===== src/rtl/button_debouncer.sv =====
// button_debouncer
//   Turns a raw, bouncing push-button pin into a debounced level plus
//   single-cycle press/release pulses. The pin is synchronised through a
//   SYNC_STAGES flop chain. An edge is accepted only after DEBOUNCE_CYCLES
//   consecutive stable samples.
//   Optional feature macro HOLD_REPEAT_EN: while the button is held, an extra
//   press_pulse is emitted every REPEAT_CYCLES cycles.
module button_debouncer #(
  parameter int SYNC_STAGES     = 2,
  parameter int DEBOUNCE_CYCLES = 16,
  parameter int REPEAT_CYCLES   = 32
) (
  input  logic clk,
  input  logic rst,
  input  logic btn_raw,
  output logic press_pulse,
  output logic release_pulse,
  output logic level
);

  localparam int CNT_W = $clog2(DEBOUNCE_CYCLES);
  localparam logic [CNT_W-1:0] CNT_LAST = CNT_W'(DEBOUNCE_CYCLES - 1);

  // Reject parameter values that would break the counters or the synchroniser.
  if (SYNC_STAGES < 2) begin : g_bad_sync
    $error("button_debouncer: SYNC_STAGES must be >= 2");
  end
  if (DEBOUNCE_CYCLES < 2) begin : g_bad_debounce
    $error("button_debouncer: DEBOUNCE_CYCLES must be >= 2");
  end
  if (REPEAT_CYCLES < 2) begin : g_bad_repeat
    $error("button_debouncer: REPEAT_CYCLES must be >= 2");
  end

  typedef enum logic [1:0] {
    IDLE      = 2'd0,
    WAIT_HIGH = 2'd1,
    HIGH      = 2'd2,
    WAIT_LOW  = 2'd3
  } state_t;

  logic [SYNC_STAGES-1:0] sync_chain;
  logic                   sync;
  state_t                 state;
  logic [CNT_W-1:0]       cnt;

`ifdef HOLD_REPEAT_EN
  localparam int RCNT_W = $clog2(REPEAT_CYCLES);
  localparam logic [RCNT_W-1:0] RCNT_LAST = RCNT_W'(REPEAT_CYCLES - 1);
  logic [RCNT_W-1:0] rcnt;
`endif

  // Shift the asynchronous pin through the synchroniser chain.
  always_ff @(posedge clk or posedge rst) begin
    if (rst) begin
      sync_chain <= '0;
    end else begin
      sync_chain <= {sync_chain[SYNC_STAGES-2:0], btn_raw};
    end
  end

  assign sync = sync_chain[SYNC_STAGES-1];

  // Debounce FSM; pulses default low so each one lasts exactly one cycle.
  always_ff @(posedge clk or posedge rst) begin
    if (rst) begin
      state         <= IDLE;
      cnt           <= '0;
      press_pulse   <= 1'b0;
      release_pulse <= 1'b0;
      level         <= 1'b0;
`ifdef HOLD_REPEAT_EN
      rcnt          <= '0;
`endif
    end else begin
      press_pulse   <= 1'b0;
      release_pulse <= 1'b0;
      case (state)
        IDLE: begin
          if (sync) begin
            state <= WAIT_HIGH;
            cnt   <= '0;
          end
        end
        WAIT_HIGH: begin
          if (!sync) begin
            // Bounce: fall back without any pulse.
            state <= IDLE;
          end else if (cnt == CNT_LAST) begin
            state       <= HIGH;
            press_pulse <= 1'b1;
            level       <= 1'b1;
`ifdef HOLD_REPEAT_EN
            rcnt        <= '0;
`endif
          end else begin
            cnt <= cnt + 1'b1;
          end
        end
        HIGH: begin
          if (!sync) begin
            state <= WAIT_LOW;
            cnt   <= '0;
          end
`ifdef HOLD_REPEAT_EN
          else if (rcnt == RCNT_LAST) begin
            // Held long enough for another auto-repeat press.
            press_pulse <= 1'b1;
            rcnt        <= '0;
          end else begin
            rcnt <= rcnt + 1'b1;
          end
`endif
        end
        WAIT_LOW: begin
          if (sync) begin
            // Release glitch: still pressed, no new press pulse.
            state <= HIGH;
`ifdef HOLD_REPEAT_EN
            rcnt  <= '0;
`endif
          end else if (cnt == CNT_LAST) begin
            state         <= IDLE;
            release_pulse <= 1'b1;
            level         <= 1'b0;
          end else begin
            cnt <= cnt + 1'b1;
          end
        end
        default: begin
          state <= IDLE;
          cnt   <= '0;
          level <= 1'b0;
        end
      endcase
    end
  end

endmodule

===== config.mk =====
export PLATFORM = sky130hd
export DESIGN_NAME = button_debouncer
export DESIGN_NICKNAME = d
export VERILOG_FILES = /design/src/rtl/button_debouncer.sv
export SDC_FILE = /design/constraint.sdc
export NUM_CORES = 1
export LEC_CHECK = 0
export CORE_UTILIZATION = 30
export DETAILED_ROUTE_END_ITERATION = 10
export GPL_TIMING_DRIVEN = 1
export PLACE_DENSITY = 0.46
export SETUP_SLACK_MARGIN = 0.4
export SLEW_MARGIN = 0
export SYNTH_ARGS = -nofsm -noshare
export SYNTH_HDL_FRONTEND = slang
export SYNTH_SLANG_ARGS = --single-unit

===== constraint.sdc =====
create_clock -name clk -period 1.85 [get_ports clk]
set_clock_uncertainty 0.05 [all_clocks]
set_input_delay 0.37 -clock clk [delete_from_list [all_inputs] [get_ports clk]]
set_output_delay 0.37 -clock clk [all_outputs]
set_load 0.005 [all_outputs]

Word level (Yosys, flattened, before mapping):

Index checks and enable logic that the tools add are counted.

* register bits: 11

* multiplexer cells: 23
* reduce and logical (&&, ||, !) cells: 5
* $add $sub $neg: 1
* equal/unequal tests: 12

Operators with widths (number)
* $mux 4: 5
* $pmux 4 s4: 1
* $mux 2: 6
* $ne 2x2->1 const B: 6
* $mux 1: 9
* $pmux 2 s4: 1
* $reduce_and 4->1: 2
* $ne 3x3->1 const B: 2
* $reduce_and 5->1: 1
* $add 4x1->4 const B: 1
* $eq 2x2->1 const B: 2
* $eq 4x4->1 const B: 1
* $eq 2x1->1 const B: 1
* $logic_not 2->1: 1
* $pmux 1 s2: 1
* $reduce_bool 2->1: 1

Logic depth before layout (Yosys ltp):

Gate-level depths: netlist (run 1).

* word-level depth: 4
* gate-level depth with buffers: 4
* mapped depth without buffers: 4

Worst setup path before layout (run 1):

No wires, ideal clock.

* path type: flip-flop to flip-flop
* start: register cnt[0]
* end: register cnt[3]
* path buffers: 0
* data required time: 1676 ps
* stages on the path, launching flop included: 5
* arrival: 1110 ps
* setup slack: 566 ps
* clock period less this slack: 1284 ps
* cell sequence: dfrtp_1 -> ha_1 -> nand4_1 -> nand2_2 -> a211o_1

* cells in the longest elaborated chain, start to end: 4
* elaborated cells between the ends (all ways): 6
* classes of those cells: 1 x add/sub; 1 x eq/ne; 4 x mux

RTL lines
* from (decl): line 45 `logic [CNT_W-1:0] cnt;`
* from (signal assigned): line 97 `cnt <= cnt + 1'b1;`
* from (signal assigned): line 127 `cnt <= cnt + 1'b1;`
* $add 4x1->4 / $eq 4x4->1 (equally long branches)
* $mux 4 *: line 89, 122
* $mux 4 (on tied branches): line 116, 86
* $pmux 4 s4 *: line 78 `case (state)`

Every way passes the cells marked *; elsewhere a longest branch is shown, timed or not. The select of a mux whose other input is x is not followed.
A chain may end at the register's enable or synchronous reset.

Final worst setup path (run 1):

Ends and elaborated chain as after synthesis.

==> reports/results.tsv, run 1 <==
metric	value	unit
status	finished, final reports clean	
cts_tree	built	
coreArea	1366	um2
synth_seq_cells	11	
final-setup-viol-count	0	
initial_core_util	0.3388	
final_critical_path_setup_slack	0.4626	ns
area_of_the_multi_input_gates	180.2	um2
dpl_worst_slack	0.4759	ns
setup.worst_path.end_class	register	
clock-root-buffer	sky130_fd_sc_hd__clkbuf_4	
synthesized_nets	45	
leakagePower	0.2768	nW
post-route-cell-area	554.3	um2
clkSlewWorstSetupHoldPaths	0.07	ns
critical_path.cell_chain	ha_1, nand4_1, nand2_2, a211o_1	
comb_power_share	0.074	
dieHeight	41.28	um
grt_pass1_wl	1.359	mm
cp_slowest_cell	sky130_fd_sc_hd__dfrtp_1	
hold_buffers	0	
synthMuxAreaShare	0	
filler_cell_count	146	
worst_slew_margin_rel	0.7334	
adder_and_majority_gate_portion_of_the_synthesized_area	0.02703	
syn-instance-count	41	
clk_latency	0.26	ns
worst_path_dominant_cell_family	flip-flops	
mappedNetlistArea	462.9	um2
design.portCount	6	
power.switching_fraction	0.2396	
drive_gt1_frac	0.1200	
unrepaired_setup_endpoints_after_global_routing	false	
area_fraction_in_compound_gates_after_synthesis	0.1270	
post_synth_xor_area_fraction	0.05405	
fmax	720.8	MHz
worstSetupPathType	register to register	
grt_antenna_before_repair	0	
drc	0	
max_stage_delay	0.41	ns
finalNetCount	55	
die_area	1704	um2
tightestPinTransition	0.3995	ns
antenna_cells_inserted	0	
setup_tns	0	ns
grt-ovfl-total	0	
finalWorstPathRequiredPeriod	1.387	ns
drt-total-wl	812	um
synth-warning-count	0	
power_per_cell_area	842.1	nW/um2
cts_made_buffers	3	
p_total	0.4668	mW
drt-wirelength-per-cell	12.49	um
synth-seq-area-share	0.5946	
sequential_area	275.3	um2
cap_violations	0	
clock_sinks	11	
placed_cell_area	531.8	um2
crit_path_start_kind	register	
die_x	41.28	um
htree_num_levels	1	
switching_pwr	0.1118	mW
count_of_distinct_cell_types_in_the_synthesized_netlist	18	
critPathMaxFanout	4	
worst_ir_drop_vdd	0.0003322	V
global_route.usage.total	0.1308	
combinational_family_with_the_most_area_after_synthesis	simple AND/OR/NAND/NOR gates	
critical_path.n_buffers_inverters	0	
rows	13	
pwr-share-clk	0.342	
timing_hold_violations_final	0	
grt_start_max_net_pins	12	
clockBufferDepth	2	
buffer_ports.inserted	5	
globalplace.congestion	0.6996	
timing.critical_path.required	1.95	ns
detailedRoute.firstPassIterationCount	4	
critical_path_arrival	1.49	ns
route.antenna.remaining_nets	0	
fin_crit_sh	0.7499	
power_report.internal_total	0.3549	mW
syn-mean-instance-area	11.29	um2
synth_simple_gate_area_share	0.1811	
area_growth	19.73	%
detail_route.iter0.violations	5	
slew_violations	0	
first_global_vias	318	
avgViaCountPerCell	4.877	
worst_hold_path_class	register to register	
seq_power_share	0.583	
dpl.hpwl	611.5	um
detailroute.via_count	317	
-- flip-flops by register name, indices dropped and copies added (netlist names), named ones only --
signal	flops
cnt	4
sync_chain	2
press_pulse	1
state	1
level	1
release_pulse	1
-- cells in the final DEF, fill, tap and decap left out --
cell type / instances
sky130_fd_sc_hd__nand2b_1: 1
sky130_fd_sc_hd__xor2_2: 1
sky130_fd_sc_hd__dfrtp_1: 11
sky130_fd_sc_hd__nor3b_1: 1
sky130_fd_sc_hd__ha_1: 1
sky130_fd_sc_hd__nor4b_2: 1
sky130_fd_sc_hd__a211o_1: 1
sky130_fd_sc_hd__nor2_1: 1
sky130_fd_sc_hd__clkbuf_4: 3
sky130_fd_sc_hd__inv_1: 2
sky130_fd_sc_hd__dlygate4sd2_1: 3
sky130_fd_sc_hd__nand3_1: 1
sky130_fd_sc_hd__xnor2_1: 1
sky130_fd_sc_hd__and4_1: 1
sky130_fd_sc_hd__nand2_2: 1
sky130_fd_sc_hd__o21ai_0: 6
sky130_fd_sc_hd__nand4_1: 1
sky130_fd_sc_hd__a21oi_1: 4
sky130_fd_sc_hd__clkbuf_1: 1
sky130_fd_sc_hd__clkdlybuf4s50_1: 2
sky130_fd_sc_hd__and3_1: 1
sky130_fd_sc_hd__nand2_1: 5
-- per-stage QoR --
step | instances | utilization | hold WS, ns
after global routing | 65 | 0.4057 | 0.3150
after global placement | 61 | 0.3892 | 0.2872
after floorplan | 41 | - | 0.1724
final | 65 | 0.4057 | 0.3023
after CTS | 65 | 0.4057 | 0.3051
after detailed placement | 61 | 0.3892 | 0.2889
-- path summary, 6_finish.rpt --
| check | startpoint | to | slack (ns) | depth (start not counted) |
|---|---|---|---|---|
| min in group asynchronous | rst | cnt[3] | 0.34 | 2 |
| setup reg to reg | cnt[0] | cnt[3] | 0.46 | 4 |
| setup / recovery | cnt[0] | cnt[3] | 0.46 | 4 |
| hold / removal | sync_chain[0] | sync_chain[1] | 0.30 | 0 |
| max in group asynchronous | rst | press_pulse | 1.13 | 2 |
| hold reg to reg | sync_chain[0] | sync_chain[1] | 0.30 | 0 |
-- cells in the mapped netlist --
| cell | number | area share |
|---|---|---|
| sky130_fd_sc_hd__nor2_1 | 1 | 0.0081 |
| sky130_fd_sc_hd__nand2_2 | 1 | 0.014 |
| sky130_fd_sc_hd__nand2_1 | 5 | 0.041 |
| sky130_fd_sc_hd__a21oi_1 | 4 | 0.043 |
| sky130_fd_sc_hd__and3_1 | 1 | 0.014 |
| sky130_fd_sc_hd__and4_1 | 1 | 0.019 |
| sky130_fd_sc_hd__nand3_1 | 1 | 0.011 |
| sky130_fd_sc_hd__xor2_2 | 1 | 0.035 |
| sky130_fd_sc_hd__a211o_1 | 1 | 0.019 |
| sky130_fd_sc_hd__xnor2_1 | 1 | 0.019 |
| sky130_fd_sc_hd__dfrtp_1 | 11 | 0.59 |
| sky130_fd_sc_hd__nand2b_1 | 1 | 0.014 |
| sky130_fd_sc_hd__nor3b_1 | 1 | 0.016 |
| sky130_fd_sc_hd__ha_1 | 1 | 0.027 |
| sky130_fd_sc_hd__o21ai_0 | 6 | 0.065 |
| sky130_fd_sc_hd__inv_1 | 2 | 0.016 |
| sky130_fd_sc_hd__nand4_1 | 1 | 0.014 |
| sky130_fd_sc_hd__nor4b_2 | 1 | 0.032 |
-- final cells by class --
cell class	instances	area share
inverter	2	0.01354
timing repair buffer	5	0.08352
sequential	11	0.4966
clock buffer	4	0.04740
tap	15	0.03386
multi-input combinational	28	0.3251
-- cell families after synthesis --
kind of cell / count (synthesis)
AND/OR/NAND/NOR: 14
AO/OA/AOI/OAI: 11
flip-flops: 11
XOR/XNOR: 2
buffers and inverters: 2
adder cells (fa/ha/maj): 1
-- power groups by stage --
stage          clock network (mW)  registers (mW)  logic (mW)
2_1_floorplan                   0           0.272      0.0253
3_3_place_gp                    0           0.275      0.0340
3_5_place_dp                    0           0.276      0.0357
4_1_cts                     0.168           0.272      0.0359
5_1_grt                     0.177           0.274      0.0409
6_report                    0.160           0.272      0.0347
-- layer usage --
metal  GRT usage  up-vias  share of wire
li1            -      162              -
met1      0.1706      150           0.47
met2      0.1953        5           0.50
met3     0.06522        0          0.031
met4     0.02419        0              0
met5           0        -              0
-- repair_timing --
action	in CTS	in global routing
setup buffers	0	0
setup endpoints to repair	3	0
gates resized for setup	3	0
No activity file was read; power rests on OpenSTA's default activity.
==> run 2, diff against run 1 <==
Settings changed: PLACE_DENSITY 0.46 to 0.47.
Clock period 1.85 ns to 1.21 ns, I/O delays scaled along.
==> reports/results.tsv, run 2 (same netlist as run 1, synthesis figures left out) <==
metric	value	unit
filler_cell_count	140	
hold_slack	0.2142	ns
crit_path_start_kind	register	
dpl_worst_slack	-0.07428	ns
antenna_cells_inserted	0	
buffer_ports.inserted	5	
clkSlewWorstSetupHoldPaths	0.07	ns
grt_pass1_wl	1.359	mm
layout_commonest_cell	sky130_fd_sc_hd__dfrtp_1	
avgViaCountPerCell	5.000	
top_regs	cnt x4, sync_chain x2	
area_of_the_multi_input_gates	219.0	um2
dieHeight	41.28	um
status	finished with violations	
clock_sinks	11	
highest_count_cells_in_the_layout_ignoring_fill_and_taps	sky130_fd_sc_hd__dfrtp_1 (9), sky130_fd_sc_hd__buf_4 (8), sky130_fd_sc_hd__nand2_1 (4)	
timing_hold_violations_final	0	
grt_antenna_before_repair	0	
globalplace.congestion	0.7495	
global_route.usage.total	0.1321	
clockBufferDepth	2	
failed_checks	negative setup slack	
worstSetupPathType	register to register	
finalWorstPathRequiredPeriod	1.213	ns
dpl.hpwl	593.4	um
tightestPinTransition	0.4203	ns
finalNetCount	63	
largest_register	cnt	
cts_made_buffers	3	
setup.worst_path.end_class	register	
detailroute.via_count	365	
leakagePower	0.3132	nW
critPathMaxFanout	3	
first_global_vias	332	
fin_crit_sh	1.002	
largest_register_ff_count	4	
die_x	41.28	um
final-setup-viol-count	1	
drc	0	
drt-wirelength-per-cell	12.14	um
route.antenna.remaining_nets	0	
area_growth	39.19	%
grt-ovfl-total	0	
initial_core_util	0.3388	
final_critical_path_setup_slack	-0.002742	ns
grt_start_max_net_pins	12	
clock-root-buffer	sky130_fd_sc_hd__clkbuf_4	
unrepaired_setup_endpoints_after_global_routing	true	
worst_slew_margin_rel	0.7195	
rows	13	
cts_tree	built	
die_area	1704	um2
drive_gt1_frac	0.5000	
sequential_area	277.8	um2
critical_path_arrival	1.32	ns
worst_hold_path_class	input pin to asynchronous set/reset pin	
detailedRoute.firstPassIterationCount	3	
design.portCount	6	
coreArea	1366	um2
cap_violations	0	
detail_route.iter0.violations	4	
clk_latency	0.27	ns
worst_ir_drop_vdd	0.0006947	V
timing.critical_path.required	1.32	ns
fmax	824.6	MHz
htree_num_levels	1	
power_per_cell_area	1175	nW/um2
slew_violations	0	
drt-total-wl	886	um
## run 2: changes by cell type in the layout (fill, tap and decap cells not counted), sizes merged
cell,change
buf,+11
dlygate4sd2,-3
## run 2: layer usage
layer	up-vias	share of wire	GRT usage
met3	0	0.056	0.09783
met2	8	0.50	0.1914
met1	179	0.44	0.1577
met5	-	0	0
li1	178	-	-
met4	0	0	0.02419
## run 2: worst max-delay path, stage by stage, from the launching register on
cell and delay [ns]:
sky130_fd_sc_hd__dfrtp_1 0.38, sky130_fd_sc_hd__ha_2 0.20, sky130_fd_sc_hd__nand4_1 0.13, sky130_fd_sc_hd__nand2_2 0.08, sky130_fd_sc_hd__a211o_1 0.25
## run 2: stage by stage
step                cell area (um2)  instances  power, mW  setup TNS (ns)    util
finish                        644.4         73     0.7572       -0.002742  0.4716
global route                  644.4         73     0.8054         -0.1647  0.4716
CTS                           621.8         72     0.7587        -0.02811  0.4551
detailed placement            574.3         65     0.4975         -0.1385  0.4203
global placement              574.3         65     0.4939        -0.01223  0.4203
floorplan                     475.5         41     0.4584               0       -
## run 2: final cells by class
cell class              instances  area share
well taps                      15     0.02913
inverters                       2     0.01165
repair buffers                 13      0.1476
flip-flops and latches         11      0.4311
multi-input cells              28      0.3398
clock buffers                   4     0.04078
## run 2: what timing repair did
action / 4_1_cts / 5_1_grt
endpoints found under the setup margin: 12 / 12
gates resized for setup: 19 / 5
pin swaps: 5 / 5
hold buffers: 0 / 0
buffers inserted: 3 / 1
## run 2: worst paths after layout
check,from,to,slack [ns],depth (start not counted)
hold / removal,rst,cnt[3],0.21,2
setup reg to reg,cnt[0],cnt[3],-0.003,4
setup / recovery,cnt[0],cnt[3],-0.003,4
min in group clk,sync_chain[0],sync_chain[1],0.31,0
max in group asynchronous,rst,sync_chain[1],0.58,2
hold reg to reg,sync_chain[0],sync_chain[1],0.31,0
## run 2: report_power, final
group | switching [mW] | internal [mW]
logic | 0.0414 | 0.0525
clock network | 0.119 | 0.128
registers | 0.0263 | 0.390
total | 0.187 | 0.570
